**src/rtl/soft_subtractor_seq_pkg.sv**
```systemverilog
// Shared types and helpers for the chunked soft subtractor.
// State encoding plus chunk-count and index-width helpers.
package quicklogic_soft_arith_pkg;

    typedef enum logic [1:0] {
        IDLE,
        BUSY,
        DONE
    } state_t;

    function automatic int chunk_count(input int width, input int chunk);
        return width / chunk;
    endfunction

    function automatic int idx_width(input int nchunk);
        return (nchunk > 1) ? $clog2(nchunk) : 1;
    endfunction

endpackage

```
**src/rtl/soft_subtractor_seq_if.sv**
```systemverilog
// Operand/result valid-ready bundle for soft_subtractor_seq.
// master drives operands and out_ready; slave is the subtractor.
interface soft_subtractor_seq_if #(
    parameter int WIDTH = 16
);
    logic             in_valid;
    logic             in_ready;
    logic [WIDTH-1:0] a;
    logic [WIDTH-1:0] b;
    logic             bin;
    logic             out_valid;
    logic             out_ready;
    logic [WIDTH-1:0] diff;
    logic             bout;

    modport master (
        output in_valid, a, b, bin, out_ready,
        input  in_ready, out_valid, diff, bout
    );

    modport slave (
        input  in_valid, a, b, bin, out_ready,
        output in_ready, out_valid, diff, bout
    );
endinterface

```
**src/rtl/soft_subtractor_bit.sv**
```systemverilog
// One-bit subtract cell: d = a - b - bi with borrow-out.
module soft_subtractor_bit (
    input  logic a,
    input  logic b,
    input  logic bin,
    output logic diff,
    output logic bout
);
    assign diff = a ^ b ^ bin;
    assign bout = (~a & b) | (~(a ^ b) & bin);
endmodule

```
**src/rtl/soft_subtractor_seq.sv**
```systemverilog
// Multi-cycle subtractor resolving CHUNK bits per cycle via a registered borrow.
// Define SOFT_SUBTRACTOR_SATURATE_EN to clamp underflowed results to zero.
import quicklogic_soft_arith_pkg::*;

module soft_subtractor_seq #(
    parameter int WIDTH = 16,
    parameter int CHUNK = 4
) (
    input logic                 clk,
    input logic                 rst,
    soft_subtractor_seq_if.slave io
);
    localparam int NCHUNK = chunk_count(WIDTH, CHUNK);
    localparam int KW     = idx_width(NCHUNK);

    state_t           state_q, state_d;
    logic [KW-1:0]    k_q, k_d;
    logic             borrow_q, borrow_d;
    logic [WIDTH-1:0] a_q, a_d;
    logic [WIDTH-1:0] b_q, b_d;
    logic [WIDTH-1:0] diff_q, diff_d;
    logic             bout_q, bout_d;

    logic [CHUNK-1:0] ca, cb, cd;
    logic [CHUNK:0]   chain;

    assign ca       = a_q[int'(k_q)*CHUNK +: CHUNK];
    assign cb       = b_q[int'(k_q)*CHUNK +: CHUNK];
    assign chain[0] = borrow_q;

    // Borrow ripples only across one chunk per cycle.
    for (genvar i = 0; i < CHUNK; i++) begin : g_cell
        soft_subtractor_bit u_bit (
            .a    (ca[i]),
            .b    (cb[i]),
            .bin  (chain[i]),
            .diff (cd[i]),
            .bout (chain[i+1])
        );
    end

    always_comb begin
        state_d  = state_q;
        k_d      = k_q;
        borrow_d = borrow_q;
        a_d      = a_q;
        b_d      = b_q;
        diff_d   = diff_q;
        bout_d   = bout_q;
        unique case (state_q)
            IDLE: begin
                if (io.in_valid) begin
                    a_d      = io.a;
                    b_d      = io.b;
                    borrow_d = io.bin;
                    k_d      = '0;
                    state_d  = BUSY;
                end
            end
            BUSY: begin
                diff_d[int'(k_q)*CHUNK +: CHUNK] = cd;
                borrow_d = chain[CHUNK];
                if (k_q == KW'(NCHUNK - 1)) begin
                    state_d = DONE;
                    bout_d  = chain[CHUNK];
`ifdef SOFT_SUBTRACTOR_SATURATE_EN
                    if (chain[CHUNK]) diff_d = '0;
`endif
                end else begin
                    k_d = k_q + KW'(1);
                end
            end
            DONE: begin
                if (io.out_ready) state_d = IDLE;
            end
            default: state_d = IDLE;
        endcase
    end

    always_ff @(posedge clk or posedge rst) begin
        if (rst) begin
            state_q  <= IDLE;
            k_q      <= '0;
            borrow_q <= 1'b0;
            a_q      <= '0;
            b_q      <= '0;
            diff_q   <= '0;
            bout_q   <= 1'b0;
        end else begin
            state_q  <= state_d;
            k_q      <= k_d;
            borrow_q <= borrow_d;
            a_q      <= a_d;
            b_q      <= b_d;
            diff_q   <= diff_d;
            bout_q   <= bout_d;
        end
    end

    assign io.in_ready  = (state_q == IDLE);
    assign io.out_valid = (state_q == DONE);
    assign io.diff      = diff_q;
    assign io.bout      = bout_q;
endmodule

```
**src/flat_wrapper.sv**
```systemverilog
// flat-port wrapper written by rule: the top's interface ports become plain ports
module soft_subtractor_seq_flat 
#(
    parameter int WIDTH = 16,
    parameter int CHUNK = 4
)
  (clk, rst, io_in_valid, io_a, io_b, io_bin, io_out_ready, io_in_ready, io_out_valid, io_diff, io_bout);
  soft_subtractor_seq_if #(.WIDTH(WIDTH)) io_i ();
  input logic clk;
  input logic rst;
  input wire logic [$bits(io_i.in_valid)-1:0] io_in_valid;
  input wire logic [$bits(io_i.a)-1:0] io_a;
  input wire logic [$bits(io_i.b)-1:0] io_b;
  input wire logic [$bits(io_i.bin)-1:0] io_bin;
  input wire logic [$bits(io_i.out_ready)-1:0] io_out_ready;
  output wire logic [$bits(io_i.in_ready)-1:0] io_in_ready;
  output wire logic [$bits(io_i.out_valid)-1:0] io_out_valid;
  output wire logic [$bits(io_i.diff)-1:0] io_diff;
  output wire logic [$bits(io_i.bout)-1:0] io_bout;
  assign io_i.in_valid = io_in_valid;
  assign io_i.a = io_a;
  assign io_i.b = io_b;
  assign io_i.bin = io_bin;
  assign io_i.out_ready = io_out_ready;
  assign io_in_ready = io_i.in_ready;
  assign io_out_valid = io_i.out_valid;
  assign io_diff = io_i.diff;
  assign io_bout = io_i.bout;
  soft_subtractor_seq #(.WIDTH(WIDTH), .CHUNK(CHUNK)) u_core (.clk(clk), .rst(rst), .io(io_i));
endmodule
```
**config.mk**
```make
export PLATFORM = sky130hd
export DESIGN_NAME = soft_subtractor_seq_flat
export DESIGN_NICKNAME = d
export VERILOG_FILES = /design/src/rtl/soft_subtractor_seq_pkg.sv /design/src/rtl/soft_subtractor_seq_if.sv /design/src/rtl/soft_subtractor_bit.sv /design/src/rtl/soft_subtractor_seq.sv /design/src/flat_wrapper.sv
export SDC_FILE = /design/constraint.sdc
export NUM_CORES = 1
export LEC_CHECK = 0
export CORE_MARGIN = 3
export CORE_UTILIZATION = 45
export DETAILED_ROUTE_END_ITERATION = 8
export PLACE_DENSITY = 0.82
export REMOVE_ABC_BUFFERS = 1
export SYNTH_ARGS = -nofsm -noshare
export SYNTH_HDL_FRONTEND = slang
export SYNTH_SLANG_ARGS = --single-unit
```
**constraint.sdc**
```tcl
create_clock -name clk -period 3.4 [get_ports clk]
set_input_delay 0.68 -clock clk [delete_from_list [all_inputs] [get_ports clk]]
set_output_delay 0.68 -clock clk [all_outputs]
set_load 0.05 [all_outputs]
```
==> flow_summary.ini <==
[setup_path]
path_max_fanout = 18
end_kind = register
crit_top_cell = fa_1
reg2reg_depth = 9
r2r_slack_ns = 0.36
path_class = reg2reg
start_kind = register
crit_chain = buf_4 > mux4_2 > fa_1 > inv_1 > fa_1 > fa_1 > inv_1 > fa_1 > o41ai_1
arrival_ns = 3.24
reg2reg_from = u_core.k_q[0]$_DFFE_PP0P_
crit_path_max_incr_delay_ns = 0.56
critPathSlowestCell = mux4_2
critPathLaunch = u_core.k_q[0]$_DFFE_PP0P_
crit_required_ns = 3.60

[cts]
cts.sinks = 54
clk_pin_slew_ns = 0.09
cts_buffers = 5
clock_latency_ns = 0.31
postCtsSetupBuffers = 0
cts_buffer_depth = 2
h-tree-depth = 2
ctsHoldBuffers = 0
cts_resized = 0
tritoncts = yes
cts-root-buf = clkbuf_8

[global_route]
antenna_found_initial = 0
grtUsageTotal_pct = 16.69
grt-ovfl-total = 0
grt_pass1_vias = 1763
grt_max_degree = 36
grt_pass1_wl_um = 8556

[drt]
drt_pass1_iterations = 4
viasPerCell = 5.234
wl_per_cell_um = 15.01
vias = 1675
totalWireLength_um = 4803
drtIter0Drc = 123
drc_errors = 0
ant_nets = 0

[place]
hpwl_um = 3604
place_congestion = 0.8043
placed_area_um2 = 3169
placed_cells = 313
port_buffers = 55
dp_worst_setup_slack_ns = 0.3485

[logic_synthesis]
yosys-top-cells-area = dfrtp_1 (52%), mux2_2 (13%), mux4_2 (7.0%), nand2_1 (3.5%), fa_1 (3.1%)
synthDistinctLibCells = 27
synth_cells = 193
yosysSeqAreaShare_pct = 52.48
yosysMostFrequentCell = dfrtp_1
avgSynthCellArea_um2 = 13.34
async_flop_share_pct = 100.0
yosysTopAreaCell = dfrtp_1
yosysTopAreaCellShare_pct = 52.48
synth_commonest_cells = dfrtp_1 (54), mux2_2 (29), nand2_1 (24)
yosys_warnings = 0
synth_edf_count = 0
ys_ff_latch = 54
yosys_most_used_dff = dfrtp_1
synth.cell_area_um2 = 2575

[floorplan]
die_w_um = 81.65
ios = 56
fp-row-count = 26
dieHeight_um = 81.65
initial_core_util_pct = 48.56
die-area_um2 = 6666
core_area_um2 = 5303

[finish]
fin_util_pct = 61.21
final_cells = 320
area_growth_pct = 26.04
nets = 297
nFillCells = 432
drive_gt1_share_pct = 20.40
final_area_um2 = 3246
insertedDiodeCount = 0

[timing]
rsz0062_at_grt = no
finalSetupViolCount = 0
fmax_mhz = 329.5
setup_slack_ns = 0.3647
slew_headroom_pct = 66.21
fin_tns_setup_ns = 0
tightest_slew_ns = 0.5052
drv_slew = 0
skew_ns = 0.008357
min_period_over_period_pct = 89.27
layout_min_cycle_time_ns = 3.035
hold_violations = 0

[power]
vdd_drop_max_mv = 0.4733
p_per_area_nw_per_um2 = 1002
leakage_nw = 1.360

[status]
outcome = finished, final reports clean

[min_path]
hp-start = u_core.io.diff[6]$_DFFE_PP0P_
hold_class = reg2reg
hold-path-cell-count = 2

[flow_run]
maxCapViolations = 0
## flip-flops by register name, indices dropped and copies added, names as in the netlist
signal and flops:
u_core.io.bout 1, u_core.borrow_q 1, u_core.b_q 16, u_core.k_q 2, u_core.io.diff 16, u_core.a_q 16, u_core.state_q 2
## through the flow
stage,total power (W),hold WS (ns)
after global routing,0.003529,0.5159
after global placement,0.002879,0.4617
final,0.003252,0.4895
after detailed placement,0.002940,0.4719
after floorplan,0.002401,0.4524
after CTS,0.003279,0.4928
## cells by family after synthesis
group	Yosys count	share of synthesized area, %
buf+inv	20	4.470
fa+ha+maj	10	6.025
simple gates	42	8.698
flops	54	52.48
mux	41	21.43
compound gates	26	6.899
## power by group
group	switching (W)	leakage, nW	internal (W)	total, W
Sequential	0.000189	0.670	0.000931	0.00112
Clock	0.000195	0.0383	0.000142	0.000337
Combinational	0.000990	0.652	0.000804	0.00179
Total	0.00137	1.36	0.00188	0.00325
## worst max-delay path: cells and delay by family, from the launching register on
| family | cells | cell delay (ns) |
|---|---|---|
| fa+ha+maj | 4 | 1.23 |
| mux | 1 | 0.56 |
| buf+inv | 3 | 0.41 |
| flops | 1 | 0.37 |
| compound gates | 1 | 0.37 |
## placed cells by master, fill, tap and decap left out
| cell type | count |
|---|---|
| nand3b_2 | 3 |
| clkbuf_1 | 2 |
| o21ai_0 | 7 |
| mux4_2 | 8 |
| ha_1 | 6 |
| nor2_1 | 5 |
| nor3b_4 | 1 |
| inv_2 | 1 |
| o31ai_1 | 8 |
| nand3b_1 | 1 |
| nand2_1 | 24 |
| a22oi_1 | 2 |
| and2b_1 | 1 |
| a21oi_1 | 3 |
| nand2b_1 | 3 |
| nor3b_1 | 1 |
| mux2_2 | 29 |
| mux2_1 | 4 |
| o41ai_1 | 6 |
| buf_4 | 4 |
| nor4bb_1 | 1 |
| clkbuf_8 | 5 |
| fa_1 | 4 |
| clkdlybuf4s50_1 | 55 |
| nor3_1 | 1 |
| inv_1 | 10 |
| nor2b_1 | 1 |
| dfrtp_1 | 54 |
## routing by layer
metal	vias up	share of wire [%]	track usage (%)
met4	0	1.7	6.478
met2	50	48	27.04
li1	792	-	-
met3	8	5.6	2.851
met5	-	0	0
met1	825	45	22.50
## worst paths after layout
check	end
hold / removal	u_core.io.diff[6]$_DFFE_PP0P_
setup reg to reg	u_core.io.diff[7]$_DFFE_PP0P_
setup / recovery	u_core.io.diff[7]$_DFFE_PP0P_
hold reg to reg	u_core.io.diff[6]$_DFFE_PP0P_
min in group asynchronous	u_core.io.diff[7]$_DFFE_PP0P_
max in group asynchronous	u_core.b_q[0]$_DFFE_PP0P_
## area by class of cell
type / instances / area, um2 / share of cell area, %
well taps: 70 / 87.58 / 2.699
clock buffers: 7 / 76.32 / 2.352
multi-input cells: 119 / 1109 / 34.16
repair buffers: 59 / 580.6 / 17.89
inverters: 11 / 41.29 / 1.272
flip-flops and latches: 54 / 1351 / 41.63
No activity file was read; power rests on OpenSTA's default activity.
